===== config.mk =====
export PLATFORM = sky130hd
export DESIGN_NAME = ts_reader_flat
export DESIGN_NICKNAME = d
export VERILOG_FILES = /design/src/rtl/ts_reader_if.sv /design/src/rtl/ts_reader.sv /design/src/flat_wrapper.sv
export SDC_FILE = /design/constraint.sdc
export NUM_CORES = 1
export LEC_CHECK = 0
export ABC_AREA = 1
export CAP_MARGIN = 20
export CELL_PAD_IN_SITES_DETAIL_PLACEMENT = 1
export CELL_PAD_IN_SITES_GLOBAL_PLACEMENT = 2
export CORE_MARGIN = 1
export CORE_UTILIZATION = 39
export DETAILED_ROUTE_END_ITERATION = 6
export HOLD_SLACK_MARGIN = 0.03
export PLACE_DENSITY = 0.91
export SYNTH_ARGS = -nofsm -noshare
export SYNTH_HDL_FRONTEND = slang
export SYNTH_SLANG_ARGS = --single-unit

===== constraint.sdc =====
create_clock -name clk -period 4.7 [get_ports clk]
set_clock_uncertainty 0.2 [all_clocks]
set_input_delay 0.705 -clock clk [delete_from_list [all_inputs] [get_ports clk]]
set_output_delay 0.705 -clock clk [all_outputs]
set_load 0.005 [all_outputs]

===== src/rtl/ts_reader_if.sv =====
// Shared SPI bus plus the arbiter req/gnt handshake, as seen by the touchscreen reader.
interface ts_reader_if;
    logic bus_req;
    logic bus_gnt;
    logic sclk;
    logic mosi;
    logic miso;
    logic csn;

    modport master (output bus_req, sclk, mosi, csn, input bus_gnt, miso);
    modport slave  (input bus_req, sclk, mosi, csn, output bus_gnt, miso);
endinterface


===== src/rtl/ts_reader.sv =====
// XPT2046/TSC2046 touchscreen reader: arbitrates for the shared SPI bus, runs Z1/X/Y
// 12-bit differential conversions and latches the coordinates.
module ts_reader #(
    parameter int unsigned CLK_DIV   = 8,
    parameter logic [11:0] PRESS_MIN = 12'd100
) (
    input  logic               clk,
    input  logic               rstn,
    input  logic               start,
    ts_reader_if.master        bus,
    output logic               busy,
    output logic               valid,
    output logic               touched,
    output logic [11:0]        x,
    output logic [11:0]        y,
    output logic [11:0]        z1
);
    localparam int DIV_W = (CLK_DIV > 1) ? $clog2(CLK_DIV) : 1;

    typedef enum logic [2:0] {IDLE, REQ, LEAD, SHIFT, TRAIL, DONE} state_t;

    state_t           state;
    logic [DIV_W-1:0] div;
    logic [4:0]       bit_cnt;
    logic [1:0]       ch;
    logic [11:0]      shreg;
    logic [11:0]      z1_raw;
    logic [11:0]      x_raw;
    logic [11:0]      y_raw;
    logic             div_last;

    assign div_last = (div == DIV_W'(CLK_DIV - 1));

    // Command bit for SCLK period b of channel c; shifting past bit 7 yields the zero tail.
    function automatic logic mosi_bit(input logic [1:0] c, input logic [4:0] b);
        logic [7:0] cmd;
        case (c)
            2'd0:    cmd = 8'hB0;
            2'd1:    cmd = 8'hD0;
            default: cmd = 8'h90;
        endcase
        cmd = cmd << b;
        return cmd[7];
    endfunction

    always_ff @(posedge clk or negedge rstn) begin
        if (!rstn) begin
            // NOTE: results and partial samples are cleared too, so a reset mid-transfer never leaks stale data.
            state       <= IDLE;
            div         <= '0;
            bit_cnt     <= '0;
            ch          <= '0;
            shreg       <= '0;
            z1_raw      <= '0;
            x_raw       <= '0;
            y_raw       <= '0;
            bus.bus_req <= 1'b0;
            bus.sclk    <= 1'b0;
            bus.mosi    <= 1'b0;
            bus.csn     <= 1'b1;
            busy        <= 1'b0;
            valid       <= 1'b0;
            touched     <= 1'b0;
            x           <= '0;
            y           <= '0;
            z1          <= '0;
        end else begin
            valid <= 1'b0;
            case (state)
                IDLE: begin
                    if (start) begin
                        state       <= REQ;
                        busy        <= 1'b1;
                        bus.bus_req <= 1'b1;
                    end
                end
                REQ: begin
                    if (bus.bus_gnt) begin
                        state   <= LEAD;
                        bus.csn <= 1'b0;
                        div     <= '0;
                    end
                end
                LEAD: begin
                    if (div_last) begin
                        div      <= '0;
                        state    <= SHIFT;
                        ch       <= 2'd0;
                        bit_cnt  <= 5'd0;
                        bus.mosi <= mosi_bit(2'd0, 5'd0);
                    end else begin
                        div <= div + 1'b1;
                    end
                end
                SHIFT: begin
                    if (!div_last) begin
                        div <= div + 1'b1;
                    end else begin
                        div <= '0;
                        if (!bus.sclk) begin
                            // Rising edge: the controller's data bit is stable, capture it.
                            bus.sclk <= 1'b1;
                            if (bit_cnt >= 5'd9 && bit_cnt <= 5'd20)
                                shreg <= {shreg[10:0], bus.miso};
                        end else begin
                            bus.sclk <= 1'b0;
                            if (bit_cnt != 5'd23) begin
                                bit_cnt  <= bit_cnt + 5'd1;
                                bus.mosi <= mosi_bit(ch, bit_cnt + 5'd1);
                            end else begin
                                bit_cnt <= 5'd0;
                                case (ch)
                                    2'd0:    z1_raw <= shreg;
                                    2'd1:    x_raw  <= shreg;
                                    default: y_raw  <= shreg;
                                endcase
                                if (ch == 2'd2) begin
                                    ch       <= 2'd0;
                                    bus.mosi <= 1'b0;
                                    state    <= TRAIL;
                                end else begin
                                    ch       <= ch + 2'd1;
                                    bus.mosi <= mosi_bit(ch + 2'd1, 5'd0);
                                end
                            end
                        end
                    end
                end
                TRAIL: begin
                    if (div_last) begin
                        div         <= '0;
                        bus.csn     <= 1'b1;
                        bus.bus_req <= 1'b0;
                        busy        <= 1'b0;
                        valid       <= 1'b1;
                        state       <= DONE;
                        z1          <= z1_raw;
                        // A light press gives unreliable coordinates, so keep the last good ones.
                        if (z1_raw >= PRESS_MIN) begin
                            x       <= x_raw;
                            y       <= y_raw;
                            touched <= 1'b1;
                        end else begin
                            touched <= 1'b0;
                        end
                    end else begin
                        div <= div + 1'b1;
                    end
                end
                DONE:    state <= IDLE;
                default: state <= IDLE;
            endcase
        end
    end
endmodule

===== src/flat_wrapper.sv =====
// flat-port wrapper written by rule: the top's interface ports become plain ports
module ts_reader_flat 
#(
    parameter int unsigned CLK_DIV   = 8,
    parameter logic [11:0] PRESS_MIN = 12'd100
)
  (clk, rstn, start, busy, valid, touched, x, y, z1, bus_bus_req, bus_sclk, bus_mosi, bus_csn, bus_bus_gnt, bus_miso);
  ts_reader_if bus_i ();
  input  logic clk;
  input  logic rstn;
  input  logic start;
  output logic busy;
  output logic valid;
  output logic touched;
  output logic [11:0] x;
  output logic [11:0] y;
  output logic [11:0] z1;
  output wire logic [$bits(bus_i.bus_req)-1:0] bus_bus_req;
  output wire logic [$bits(bus_i.sclk)-1:0] bus_sclk;
  output wire logic [$bits(bus_i.mosi)-1:0] bus_mosi;
  output wire logic [$bits(bus_i.csn)-1:0] bus_csn;
  input wire logic [$bits(bus_i.bus_gnt)-1:0] bus_bus_gnt;
  input wire logic [$bits(bus_i.miso)-1:0] bus_miso;
  assign bus_bus_req = bus_i.bus_req;
  assign bus_sclk = bus_i.sclk;
  assign bus_mosi = bus_i.mosi;
  assign bus_csn = bus_i.csn;
  assign bus_i.bus_gnt = bus_bus_gnt;
  assign bus_i.miso = bus_miso;
  ts_reader #(.CLK_DIV(CLK_DIV), .PRESS_MIN(PRESS_MIN)) u_core (.clk(clk), .rstn(rstn), .start(start), .bus(bus_i), .busy(busy), .valid(valid), .touched(touched), .x(x), .y(y), .z1(z1));
endmodule

==> results.md <==
* Outcome: finished, final reports clean
* NumNets Final at just over 500
* Final Hold Vio Count at 0
* Fraction of registers with async set/reset at 1.000
* Yosys top cell area share at 0.5676
* Core area at roughly 11000 sq um
* DRC at 0
* Vias in the first global route at ~3300
* Syn Nets at about 460
* Synth Cell Area at between 4000 and 5000 sq um
* Setup Crit Path Kind: flip-flop to flip-flop
* Cells after Synth at around 450
* Area contributors post-synth: dfrtp_1 57%, nand2_1 11%, nand3_1 4.5%
* Fraction of final layout cells sized beyond drive strength 1 at 0.1580
* Highest ir drop seen on vdd at about 170 uV
* FF+latch count, synth at roughly 100
* Crit path largest cell delay at 0.45 ns
* CP delay by family, top: buffers and inverters
* Worst r2r src: u_core.div[0]
* Post-synth top area cell: dfrtp_1
* Cell leakage power at roughly 0.0025 uW
* H-tree level count at 3
* Number of synthesized flops with an enable pin at 0
* Die area at between 10000 and 15000 sq um
* Clock root buffer master: clkbuf_16
* Final ANT Viol Nets at 0
* CP Depth at 6
* GR Overflow Total at 0
* Crit start category: flip-flop
* Primary FF master, synth: dfrtp_1
* Library cells used by synthesis at 31
* Max stage delay cell, worst path: nor2_4
* RSZ-0062 raised after global routing: false
* GP Congestion at between 0.8 and 0.9
* Total Wirelength at 9.886 mm
* Relative slew slack at 0.5199
* Vias at roughly 3200
* Worst hold path depth at 2
* Die Y at 109.4 um
* CTS Buffer Depth at 2
* Worst EP required at roughly 4.7 ns
* Aggregate negative setup slack at 0 ns
* Hold Path Class: flip-flop to flip-flop
* Maximum clock rate at 414.8 MHz
* Post-route core utilization at 0.4838
* Register area share after synthesis at 0.5735
* Max-slew violation count at 0
* Fin crit share at 0.5129
* Crit-path cells: ha_1, ha_1, inv_1, nor2_4, buf_4, mux2_2
* # IOs at 48
* DP HPWL at between 6 and 7 mm
* Resized Gates After CTS at 0
* N_diodes at 0
* Clk_lat worst skew at roughly 0.34 ns
* Reg2reg setup slack at about 2.3 ns
* Sink of the worst hold path: u_core.x[6]
* Clock slew at reported path FFs at 0.08 ns
* Cts bufs inserted at 9
* Largest net degree at the start of global routing at 84
* Maximum fanout along the worst path at 22
* P per Cell Area at 373.6 nW/um^2
* Core Rows at 38
* Crit path arrival time at about 2.4 ns
* Tot GR Track Use at 0.1844
* Slew @ Worst Pin at ~0.7 ns
* CTS tree: built
* CP bufs+invs at 2
* Crit end category: flip-flop
* Vias per inst at around 5
* Clk sink count at ~100
* Antenna violations before repair at 0
* Count of final setup violators at 0
* Routed length per instance at 15.45 um
* Area growth syn-to-layout at 18.67%
* Die width at around 110 um
* First-pass GRT wire length at 16.70 mm
* Hold Startpoint: u_core.x[6]
* FF-to-FF End: u_core.z1[8]
* Syn_area_per_cell at around 9.9 sq um
* Min Tclk post-route at ~2.4 ns
* Iteration-0 DRC Markers at 140
* Max Cap Viol at 0
* Worst r2r path cells at 6
* Most numerous cell on the critical path: ha_1
* Synth Warn # at 0
* Starting Density at 0.4077
* I/O Buffers at 47
* Drt pass-1 iters at 4
synthesized netlist by cell type (2+ instances only):
library cell    n
o21ai_0        10
nor2_2          2
a22o_1          2
inv_1          34
buf_4           2
nand4_1         5
buf_2           8
nand2_2        12
dfrtp_1       102
nor2_4          4
o21ai_1        27
nand4_4         2
ha_1            5
mux2_2         12
nand3_1        40
o21ai_2        21
xor2_1          2
a21oi_1         2
nand2_1       129
buf_6          10
nor2_1         11
cell type report:
cell class              count  area [sq um]
clock buffers               9         225.2
clock inverters             7         78.83
fillers                  1273          5694
inverters                  35         133.9
multi-input cells         294          1617
flip-flops and latches    103          2579
well taps                 140         175.2
repair buffers             52         528.0
where the power goes:
group / switching, uW / internal [uW]
clock network: 339 / 420
registers: 44.5 / 923
logic: 166 / 102
total: 549 / 1440
worst reg2reg max path, stage by stage, from the launching register on:
cell	delay (ns)
dfrtp_1	0.36
ha_1	0.16
ha_1	0.26
inv_1	0.15
nor2_4	0.45
buf_4	0.35
mux2_2	0.37
flip-flops by register name, summed over array words and instances (netlist names), 2 cells and up:
name	flops
u_core.z1_raw	12
u_core.x_raw	12
u_core.z1	12
u_core.shreg	12
u_core.y_raw	12
u_core.div	3
u_core.bit_cnt	5
u_core.x	12
u_core.state	3
u_core.ch	2
u_core.y	12
cell families after synthesis:
kind of cell	after synthesis	share of synthesized area
mux	12	0.03005
simple gates	210	0.2187
flops	103	0.5735
buf+inv	55	0.06706
compound gates	65	0.09294
fa+ha+maj	5	0.01391
xor+xnor	2	0.003896
repair_timing:
action	CTS	global route
hold buffers	0	1
setup buffers	0	0
endpoints found under the setup margin	0	0
endpoints found under the hold margin	0	7
metrics by stage:
stage               std cells  setup slack [ns]  area [sq um]  power (uW)  hold slack (ns)
floorplan                 452             2.917          4497        1158           0.2094
global placement          622             2.393          4995        1234           0.2532
detailed placement        622             2.289          4995        1255           0.2604
CTS                       638             2.274          5299        2021           0.2796
global route              640             2.124          5336        2096           0.2943
finish                    640             2.289          5336        1994           0.2740
cell usage in the layout (no fill, tap or decap), types with 5 or more instances in the layout:
master           count
clkbuf_16            9
clkdlybuf4s50_1     46
dfrtp_1            102
ha_1                 5
inv_1               34
mux2_2              12
nand2_1            129
nand2_2             12
nand3_1             40
nand4_1              5
nor2_1              11
o21ai_0             10
o21ai_1             27
o21ai_2             21
how the worst max path moves through the flow:
stage                              from       endpoint  slack (ns)
final                     u_core.div[0]   u_core.z1[8]        2.29
after global routing      u_core.div[0]    u_core.x[9]        2.12
after CTS                 u_core.div[0]   u_core.z1[8]        2.27
after detailed placement  u_core.div[0]   u_core.z1[8]        2.29
after global placement    u_core.div[0]   u_core.z1[3]        2.39
after floorplan           u_core.div[0]  u_core.z1[10]        2.92
layer usage:
| metal | vias up | routed length (um) | GRT usage |
|---|---|---|---|
| li1 | 1556 | - | - |
| met1 | 1569 | 4458 | 0.2399 |
| met2 | 36 | 5041 | 0.3145 |
| met3 | 9 | 295 | 0.03082 |
| met4 | 0 | 91 | 0.05714 |
| met5 | - | 0 | 0 |
No activity file was read; power rests on OpenSTA's default activity.
